===== src/rtl/repetition_pkg.sv =====
// ----------------------------------------------------------------------------
// repetition_pkg
//   Shared definitions for the repetition-code transmitter:
//     - state_t       : transmitter FSM states (IDLE, SEND)
//     - rep_w()       : width of the repetition index for a given NUM_REPEAT
//     - bit_w()       : width of the bit index for a given DATA_W
//     - repeat_legal(): NUM_REPEAT must be odd and >= 3 so a majority exists
//     - data_w_legal(): DATA_W must be at least one bit
// ----------------------------------------------------------------------------
package repetition_pkg;

    typedef enum logic {
        IDLE = 1'b0,
        SEND = 1'b1
    } state_t;

    // Index widths never drop below one bit, so a single-entry range
    // still gets a real (always-zero) register.
    function automatic int rep_w(input int num_repeat);
        return (num_repeat <= 1) ? 1 : $clog2(num_repeat);
    endfunction

    function automatic int bit_w(input int data_w);
        return (data_w <= 1) ? 1 : $clog2(data_w);
    endfunction

    // An even count or fewer than three copies leaves the receiver's
    // majority vote without a strict winner.
    function automatic bit repeat_legal(input int num_repeat);
        return (num_repeat >= 3) && ((num_repeat % 2) == 1);
    endfunction

    function automatic bit data_w_legal(input int data_w);
        return (data_w >= 1);
    endfunction

endpackage


===== src/rtl/repetition_beat_counter.sv =====
// ----------------------------------------------------------------------------
// repetition_beat_counter
//   Nested position counter for the serial beat stream. rep_idx counts the
//   repetitions of one data bit; when it wraps, bit_idx moves to the next
//   data bit, and a bit_idx wrap ends the word.
//
//   The counter reports the position of the *next* beat so that the parent
//   can register tx_* outputs in the same edge that the counter moves.
//
//   Ports
//     clk          in   rising-edge clock
//     rst_n        in   synchronous reset, active-low
//     i_load       in   start a new word: next position is (bit 0, rep 0)
//     i_advance    in   current beat handshaked: move one position on
//     o_rep_idx    out  repetition index of the next beat
//     o_bit_idx    out  data-bit index of the next beat
//     o_grp_first  out  next beat is repetition 0 of its data bit
//     o_grp_last   out  next beat is the final repetition of its data bit
//     o_word_last  out  next beat is the final beat of the word
// ----------------------------------------------------------------------------
module repetition_beat_counter
    import repetition_pkg::*;
#(
    parameter  int NUM_REPEAT = 5,
    parameter  int DATA_W     = 8,
    localparam int REP_W      = rep_w(NUM_REPEAT),
    localparam int BIT_W      = bit_w(DATA_W)
) (
    input  logic             clk,
    input  logic             rst_n,
    input  logic             i_load,
    input  logic             i_advance,
    output logic [REP_W-1:0] o_rep_idx,
    output logic [BIT_W-1:0] o_bit_idx,
    output logic             o_grp_first,
    output logic             o_grp_last,
    output logic             o_word_last
);

    // Terminal counts are explicit so non-power-of-two ranges wrap correctly.
    localparam logic [REP_W-1:0] REP_MAX = REP_W'(NUM_REPEAT - 1);
    localparam logic [BIT_W-1:0] BIT_MAX = BIT_W'(DATA_W - 1);

    logic [REP_W-1:0] r_rep_idx;
    logic [BIT_W-1:0] r_bit_idx;
    logic [REP_W-1:0] w_next_rep;
    logic [BIT_W-1:0] w_next_bit;
    logic             w_cur_grp_last;
    logic             w_cur_bit_last;

    assign w_cur_grp_last = (r_rep_idx == REP_MAX);
    assign w_cur_bit_last = (r_bit_idx == BIT_MAX);

    // NOTE: every always_comb output gets a default first, so no path
    // leaves a value unassigned and no latch is inferred.
    always_comb begin
        w_next_rep = r_rep_idx;
        w_next_bit = r_bit_idx;
        if (i_load) begin
            w_next_rep = '0;
            w_next_bit = '0;
        end else if (i_advance) begin
            if (w_cur_grp_last) begin
                w_next_rep = '0;
                w_next_bit = w_cur_bit_last ? '0 : (r_bit_idx + BIT_W'(1));
            end else begin
                w_next_rep = r_rep_idx + REP_W'(1);
            end
        end
    end

    // NOTE: sequential state is written only with non-blocking assignments
    // so every flop samples the pre-edge values of its neighbours.
    always_ff @(posedge clk) begin
        if (!rst_n) begin
            r_rep_idx <= '0;
            r_bit_idx <= '0;
        end else begin
            r_rep_idx <= w_next_rep;
            r_bit_idx <= w_next_bit;
        end
    end

    assign o_rep_idx   = w_next_rep;
    assign o_bit_idx   = w_next_bit;
    assign o_grp_first = (w_next_rep == '0);
    assign o_grp_last  = (w_next_rep == REP_MAX);
    assign o_word_last = (w_next_rep == REP_MAX) && (w_next_bit == BIT_MAX);

endmodule


===== src/rtl/repetition_code_tx.sv =====
// ----------------------------------------------------------------------------
// repetition_code_tx
//   Transmit side of a repetition-code link. Accepts DATA_W-bit words on a
//   valid/ready handshake and sends each bit LSB-first, NUM_REPEAT times in a
//   row, on a serial beat stream with downstream backpressure. A per-word
//   injection mask inverts chosen repetitions of every bit so the receiver's
//   majority vote can be exercised.
//
//   Ports
//     clk           in   rising-edge clock
//     rst_n         in   synchronous reset, active-low
//     in_valid      in   upstream word valid
//     in_ready      out  word accepted when in_valid && in_ready
//     in_data       in   word to send, LSB first
//     in_inj_mask   in   bit r set inverts repetition r of every bit
//     tx_valid      out  serial beat valid
//     tx_ready      in   downstream takes the beat when tx_valid && tx_ready
//     tx_bit        out  beat value: data[bit_idx] ^ mask[rep_idx]
//     tx_grp_first  out  beat is repetition 0 of a data bit
//     tx_grp_last   out  beat is the last repetition of a data bit
//     tx_word_last  out  beat is the last beat of the word
// ----------------------------------------------------------------------------
module repetition_code_tx
    import repetition_pkg::*;
#(
    parameter int NUM_REPEAT = 5,
    parameter int DATA_W     = 8
) (
    input  logic                  clk,
    input  logic                  rst_n,
    input  logic                  in_valid,
    output logic                  in_ready,
    input  logic [DATA_W-1:0]     in_data,
    input  logic [NUM_REPEAT-1:0] in_inj_mask,
    output logic                  tx_valid,
    input  logic                  tx_ready,
    output logic                  tx_bit,
    output logic                  tx_grp_first,
    output logic                  tx_grp_last,
    output logic                  tx_word_last
);

    localparam int REP_W = rep_w(NUM_REPEAT);
    localparam int BIT_W = bit_w(DATA_W);

    generate
        if (!repeat_legal(NUM_REPEAT)) begin : g_bad_num_repeat
            $error("repetition_code_tx: NUM_REPEAT must be odd and >= 3");
        end
        if (!data_w_legal(DATA_W)) begin : g_bad_data_w
            $error("repetition_code_tx: DATA_W must be >= 1");
        end
    endgenerate

    state_t                r_state;
    logic [DATA_W-1:0]     r_data;
    logic [NUM_REPEAT-1:0] r_mask;
    logic                  r_tx_valid;
    logic                  r_tx_bit;
    logic                  r_tx_grp_first;
    logic                  r_tx_grp_last;
    logic                  r_tx_word_last;

    logic                  w_in_ready;
    logic                  w_accept;
    logic                  w_beat_fire;
    logic                  w_last_fire;
    logic [DATA_W-1:0]     w_src_data;
    logic [NUM_REPEAT-1:0] w_src_mask;
    logic [REP_W-1:0]      w_next_rep;
    logic [BIT_W-1:0]      w_next_bit;
    logic                  w_next_grp_first;
    logic                  w_next_grp_last;
    logic                  w_next_word_last;
    logic                  w_next_bit_val;

    // A new word is taken when idle, or on the very cycle the final beat of
    // the current word handshakes, which removes any bubble between words.
    // Holding in_ready low while rst_n is low keeps reset from accepting.
    assign w_in_ready  = rst_n && ((r_state == IDLE) || (r_tx_word_last && tx_ready));
    assign w_accept    = in_valid && w_in_ready;
    assign w_beat_fire = r_tx_valid && tx_ready;
    assign w_last_fire = w_beat_fire && r_tx_word_last;

    repetition_beat_counter #(
        .NUM_REPEAT (NUM_REPEAT),
        .DATA_W     (DATA_W)
    ) u_beat_counter (
        .clk         (clk),
        .rst_n       (rst_n),
        .i_load      (w_accept),
        .i_advance   (w_beat_fire),
        .o_rep_idx   (w_next_rep),
        .o_bit_idx   (w_next_bit),
        .o_grp_first (w_next_grp_first),
        .o_grp_last  (w_next_grp_last),
        .o_word_last (w_next_word_last)
    );

    // On an accept the first beat is built straight from the incoming word,
    // since the data/mask registers only update at the same edge.
    assign w_src_data     = w_accept ? in_data     : r_data;
    assign w_src_mask     = w_accept ? in_inj_mask : r_mask;
    assign w_next_bit_val = w_src_data[w_next_bit] ^ w_src_mask[w_next_rep];

    // FSM, word registers and registered beat outputs. Outputs only change
    // on an accept or a beat handshake, so they hold steady under stall.
    always_ff @(posedge clk) begin
        if (!rst_n) begin
            r_state        <= IDLE;
            r_data         <= '0;
            r_mask         <= '0;
            r_tx_valid     <= 1'b0;
            r_tx_bit       <= 1'b0;
            r_tx_grp_first <= 1'b0;
            r_tx_grp_last  <= 1'b0;
            r_tx_word_last <= 1'b0;
        end else begin
            case (r_state)
                IDLE: begin
                    if (w_accept) begin
                        r_state        <= SEND;
                        r_data         <= in_data;
                        r_mask         <= in_inj_mask;
                        r_tx_valid     <= 1'b1;
                        r_tx_bit       <= w_next_bit_val;
                        r_tx_grp_first <= w_next_grp_first;
                        r_tx_grp_last  <= w_next_grp_last;
                        r_tx_word_last <= w_next_word_last;
                    end
                end
                SEND: begin
                    if (w_last_fire && !w_accept) begin
                        r_state        <= IDLE;
                        r_tx_valid     <= 1'b0;
                        r_tx_bit       <= 1'b0;
                        r_tx_grp_first <= 1'b0;
                        r_tx_grp_last  <= 1'b0;
                        r_tx_word_last <= 1'b0;
                    end else if (w_beat_fire) begin
                        // Covers both a mid-word step and a back-to-back
                        // reload on the final beat (w_accept is only
                        // possible on that final beat while in SEND).
                        if (w_accept) begin
                            r_data <= in_data;
                            r_mask <= in_inj_mask;
                        end
                        r_tx_valid     <= 1'b1;
                        r_tx_bit       <= w_next_bit_val;
                        r_tx_grp_first <= w_next_grp_first;
                        r_tx_grp_last  <= w_next_grp_last;
                        r_tx_word_last <= w_next_word_last;
                    end
                end
                default: begin
                    r_state <= IDLE;
                end
            endcase
        end
    end

    assign in_ready     = w_in_ready;
    assign tx_valid     = r_tx_valid;
    assign tx_bit       = r_tx_bit;
    assign tx_grp_first = r_tx_grp_first;
    assign tx_grp_last  = r_tx_grp_last;
    assign tx_word_last = r_tx_word_last;

endmodule


===== config.mk =====
export PLATFORM = sky130hd
export DESIGN_NAME = repetition_code_tx
export DESIGN_NICKNAME = d
export VERILOG_FILES = /design/src/rtl/repetition_pkg.sv /design/src/rtl/repetition_beat_counter.sv /design/src/rtl/repetition_code_tx.sv
export SDC_FILE = /design/constraint.sdc
export NUM_CORES = 1
export LEC_CHECK = 0
export ABC_AREA = 1
export CAP_MARGIN = 5
export CORE_MARGIN = 2
export CORE_UTILIZATION = 53
export CTS_CLUSTER_DIAMETER = 200
export CTS_CLUSTER_SIZE = 16
export DETAILED_ROUTE_END_ITERATION = 12
export PLACE_DENSITY = 0.8
export SLEW_MARGIN = 10
export SYNTH_ARGS = -nofsm -noshare
export SYNTH_HDL_FRONTEND = slang
export SYNTH_SLANG_ARGS = --single-unit

===== constraint.sdc =====
create_clock -name clk -period 2 [get_ports clk]
set_clock_uncertainty 0.05 [all_clocks]
set_input_delay 0.2 -clock clk [delete_from_list [all_inputs] [get_ports clk]]
set_output_delay 0.2 -clock clk [all_outputs]
set_load 0.005 [all_outputs]

==> results.toml <==
[logic_synthesis]
synthCells = 206
avgSynthCellArea_um2 = 7.31
synth-seq-cells = 25
seq_area_frac_synth_pct = 33.3
netlist_area_um2 = 1510
yosys.cell_types.count = 31
yosysWarnings = 0
synth_nets = 227

[die]
io_pins = 23
fp.dieArea_um2 = 3280
start_util_pct = 55.1
die_w_um = 57.3
core-area_um2 = 2730
fp.dieH_um = 57.3
rows = 19

[critical_path]
crit_path_start = "u_beat_counter.r_bit_idx[0]$_SDFF_PN0_"
path_max_fanout = 6
worstSetupPathType = "flop to flop"
start_kind = "flop"
worstSetupEndpointType = "flop"
timing.rr.end = "tx_bit$_SDFFE_PN0P_"
rr_worst_depth = 12
r2r_start = "u_beat_counter.r_bit_idx[0]$_SDFF_PN0_"
reg2reg_slack_ns = 0.13
cp_data_required_time_ns = 2.23
cp_data_arrival_time_ns = 2.09

[placement]
dp_hpwl_um = 2500
port_buffers = 22
gp_congestion = 0.871
dp.cells = 265
dp_worst_setup_slack_ns = -0.0721

[global_route]
grt_pass1_vias = 1354
grt_use_total_pct = 22.6
grt-ovfl-total = 0
antenna_found_initial = 0
grt_max_degree = 20
grt_pass1_wl_um = 5750

[timing]
setup_violations = 0
hold_viol = 0
period_minus_slack_ns = 1.87
drv_slew = 0
fin_ws_ns = 0.134
fin_crit_sh_pct = 93.3
fmax_ghz = 0.536
slew_headroom_pct = 81.8
worst_slew_pin_slew_ns = 0.273

[cts]
cts_sinks = 25
clockBufferDepth = 2
clk_latency_ns = 0.33
clkTransAtPathRegs_ns = 0.14
cts_root_buf = "clkbuf_4"
cts_tree = "built"
cts_buffers = 3
htreeDepth = 1

[routing]
wl_per_cell_um = 12.5
dr.pass1.iters = 4
vias_per_cell = 5.26
vias = 1426
drt_iter0_markers = 61
drtAntennaViolNets = 0
drc = 0
wl_um = 3400

[layout]
nets = 262
nFillCells = 226
stdcell_count = 271
final_core_util_pct = 69.1
n_antenna_cell = 0
drive_above_1_share_pct = 25.4
syn2layout_area_growth_pct = 25.5

[min_path]
hold_path_depth = 3
hp-start = "in_data[1]"
hold_path_end = "r_data[1]$_SDFFE_PN0P_"
hold_class = "primary input to flop"

[pwr]
power.clock.fraction_pct = 22.4
internal_power_mw = 0.725
ir_drop_mv = 0.523
swShare_pct = 30.6
share_comb_of_total_power_pct = 24.9
switchingPower_mw = 0.319
p_per_area_nw_per_um2 = 553
p_leak_nw = 0.877
p_seq_share_pct = 52.7

[outcome]
status = "complete, no violations"

[flow_run]
maxCapViolCount = 0
metrics by stage:
| step | power [mW] | cell area, µm² | hold WS, ns | setup TNS [ns] |
|---|---|---|---|---|
| after floorplan | 0.721 | 1510 | 0.285 | 0 |
| after global placement | 0.808 | 1810 | 0.401 | -0.0594 |
| after detailed placement | 0.814 | 1810 | 0.402 | -0.0727 |
| after CTS | 1.04 | 1840 | 0.391 | 0 |
| after global routing | 1.10 | 1890 | 0.430 | -0.0349 |
| final | 1.04 | 1890 | 0.388 | 0 |
layout by cell type (no fill, tap or decap):
cell type        netlist  routed
nand2_1               50      45
inv_1                 24      24
nor2_1                24      23
dfxtp_1               25      23
clkdlybuf4s50_1        0      22
buf_4                  0      13
nand2_2                6      10
nand4_1                9       9
nand3_1               10       8
a21oi_1                5       5
nand3_2                3       5
o21ai_0                5       5
nor2_2                 4       5
a211oi_1               5       5
inv_2                  4       4
nand2_4                3       4
a211oi_2               4       4
ha_1                   4       4
nand3_4                3       3
a31oi_1                3       3
clkbuf_4               0       3
o21ai_2                2       2
dfxtp_2                0       2
a21o_1                 1       1
o211ai_1               1       1
inv_4                  1       1
or2_4                  0       1
nor3_4                 1       1
a21oi_2                1       1
o21ai_1                1       1
clkinv_2               0       1
buf_12                 1       1
layer usage:
metal  up-vias  global-route usage (%)  wire length [µm]
li1        737                       -                 -
met1       661                    30.0              1550
met2        21                    36.5              1680
met3         7                    2.95                92
met4         0                    11.0                74
met5         -                       0                 0
cells in the mapped netlist, drive strengths merged:
| master | n | area share (%) |
|---|---|---|
| nand2 | 59 | 17 |
| inv | 29 | 7.4 |
| nor2 | 28 | 7.6 |
| dfxtp | 25 | 33 |
| nand3 | 16 | 8.8 |
| a211oi | 9 | 5.8 |
| nand4 | 9 | 3.7 |
| o21ai | 8 | 3.2 |
| a21oi | 6 | 2.2 |
| buf | 5 | 3.4 |
| ha | 4 | 3.3 |
| a31oi | 3 | 1.2 |
| a21o | 1 | 0.50 |
| clkbuf | 1 | 0.25 |
| nor3 | 1 | 1.1 |
| o211ai | 1 | 0.50 |
| or2 | 1 | 0.42 |
how the worst max path moves through the flow:
stage	end	slack (ns)	cells after the start
CTS	tx_bit$_SDFFE_PN0P_	0.0007	12
detailed placement	tx_bit$_SDFFE_PN0P_	-0.07	13
global route	tx_bit$_SDFFE_PN0P_	-0.03	12
global placement	tx_bit$_SDFFE_PN0P_	-0.06	13
finish	tx_bit$_SDFFE_PN0P_	0.13	12
floorplan	tx_bit$_SDFFE_PN0P_	0.17	12
flip-flops by register name, summed over array words and instances, names as in the netlist:
signal                    cells
tx_grp_last                   1
tx_grp_first                  1
r_data                        8
tx_word_last                  1
u_beat_counter.r_rep_idx      3
r_mask                        5
r_state                       1
tx_valid                      1
tx_bit                        1
u_beat_counter.r_bit_idx      3
area by class of cell:
type | instances | area (µm²) | area share (%)
sequential | 25 | 503 | 26.6
multi-input combinational | 146 | 871 | 46.1
timing repair buffer | 36 | 338 | 17.9
clock inverter | 1 | 5.00 | 0.265
inverter | 29 | 111 | 5.89
tap | 31 | 38.8 | 2.05
clock buffer | 3 | 22.5 | 1.19
critical path, cell delays in order, from the launching register on:
cell	delay, ns
dfxtp_2	0.35
ha_1	0.19
ha_1	0.19
or2_4	0.26
nand2_4	0.10
nand3_4	0.11
nand2_1	0.09
nand3_1	0.08
nand3_2	0.08
nand2_1	0.05
nand2_1	0.07
nand3_2	0.07
a21oi_2	0.11
power groups by stage:
| stage | logic, mW | clock network (mW) | registers (mW) |
|---|---|---|---|
| after floorplan | 0.163 | 0 | 0.558 |
| after global placement | 0.248 | 0 | 0.560 |
| after detailed placement | 0.254 | 0 | 0.560 |
| after CTS | 0.256 | 0.237 | 0.550 |
| after global routing | 0.293 | 0.250 | 0.554 |
| final | 0.260 | 0.234 | 0.550 |
timing repair:
| item | 4_1_cts | 5_1_grt |
|---|---|---|
| gates resized for setup | 1 | 11 |
| hold buffers | 0 | 0 |
| setup buffers | 0 | 2 |
| pin swaps | 0 | 5 |
| setup endpoints to repair | 1 | 1 |
kinds of logic (layout without fill, tap and decap cells):
family / after synthesis / count (layout) / synth area share (%)
AO/OA/AOI/OAI: 28 / 28 / 13.5
adder cells (fa/ha/maj): 4 / 4 / 3.33
buffers and inverters: 35 / 69 / 11.1
flip-flops: 25 / 25 / 33.3
AND/OR/NAND/NOR: 114 / 114 / 38.9
Power figures use the tool's default switching activity.
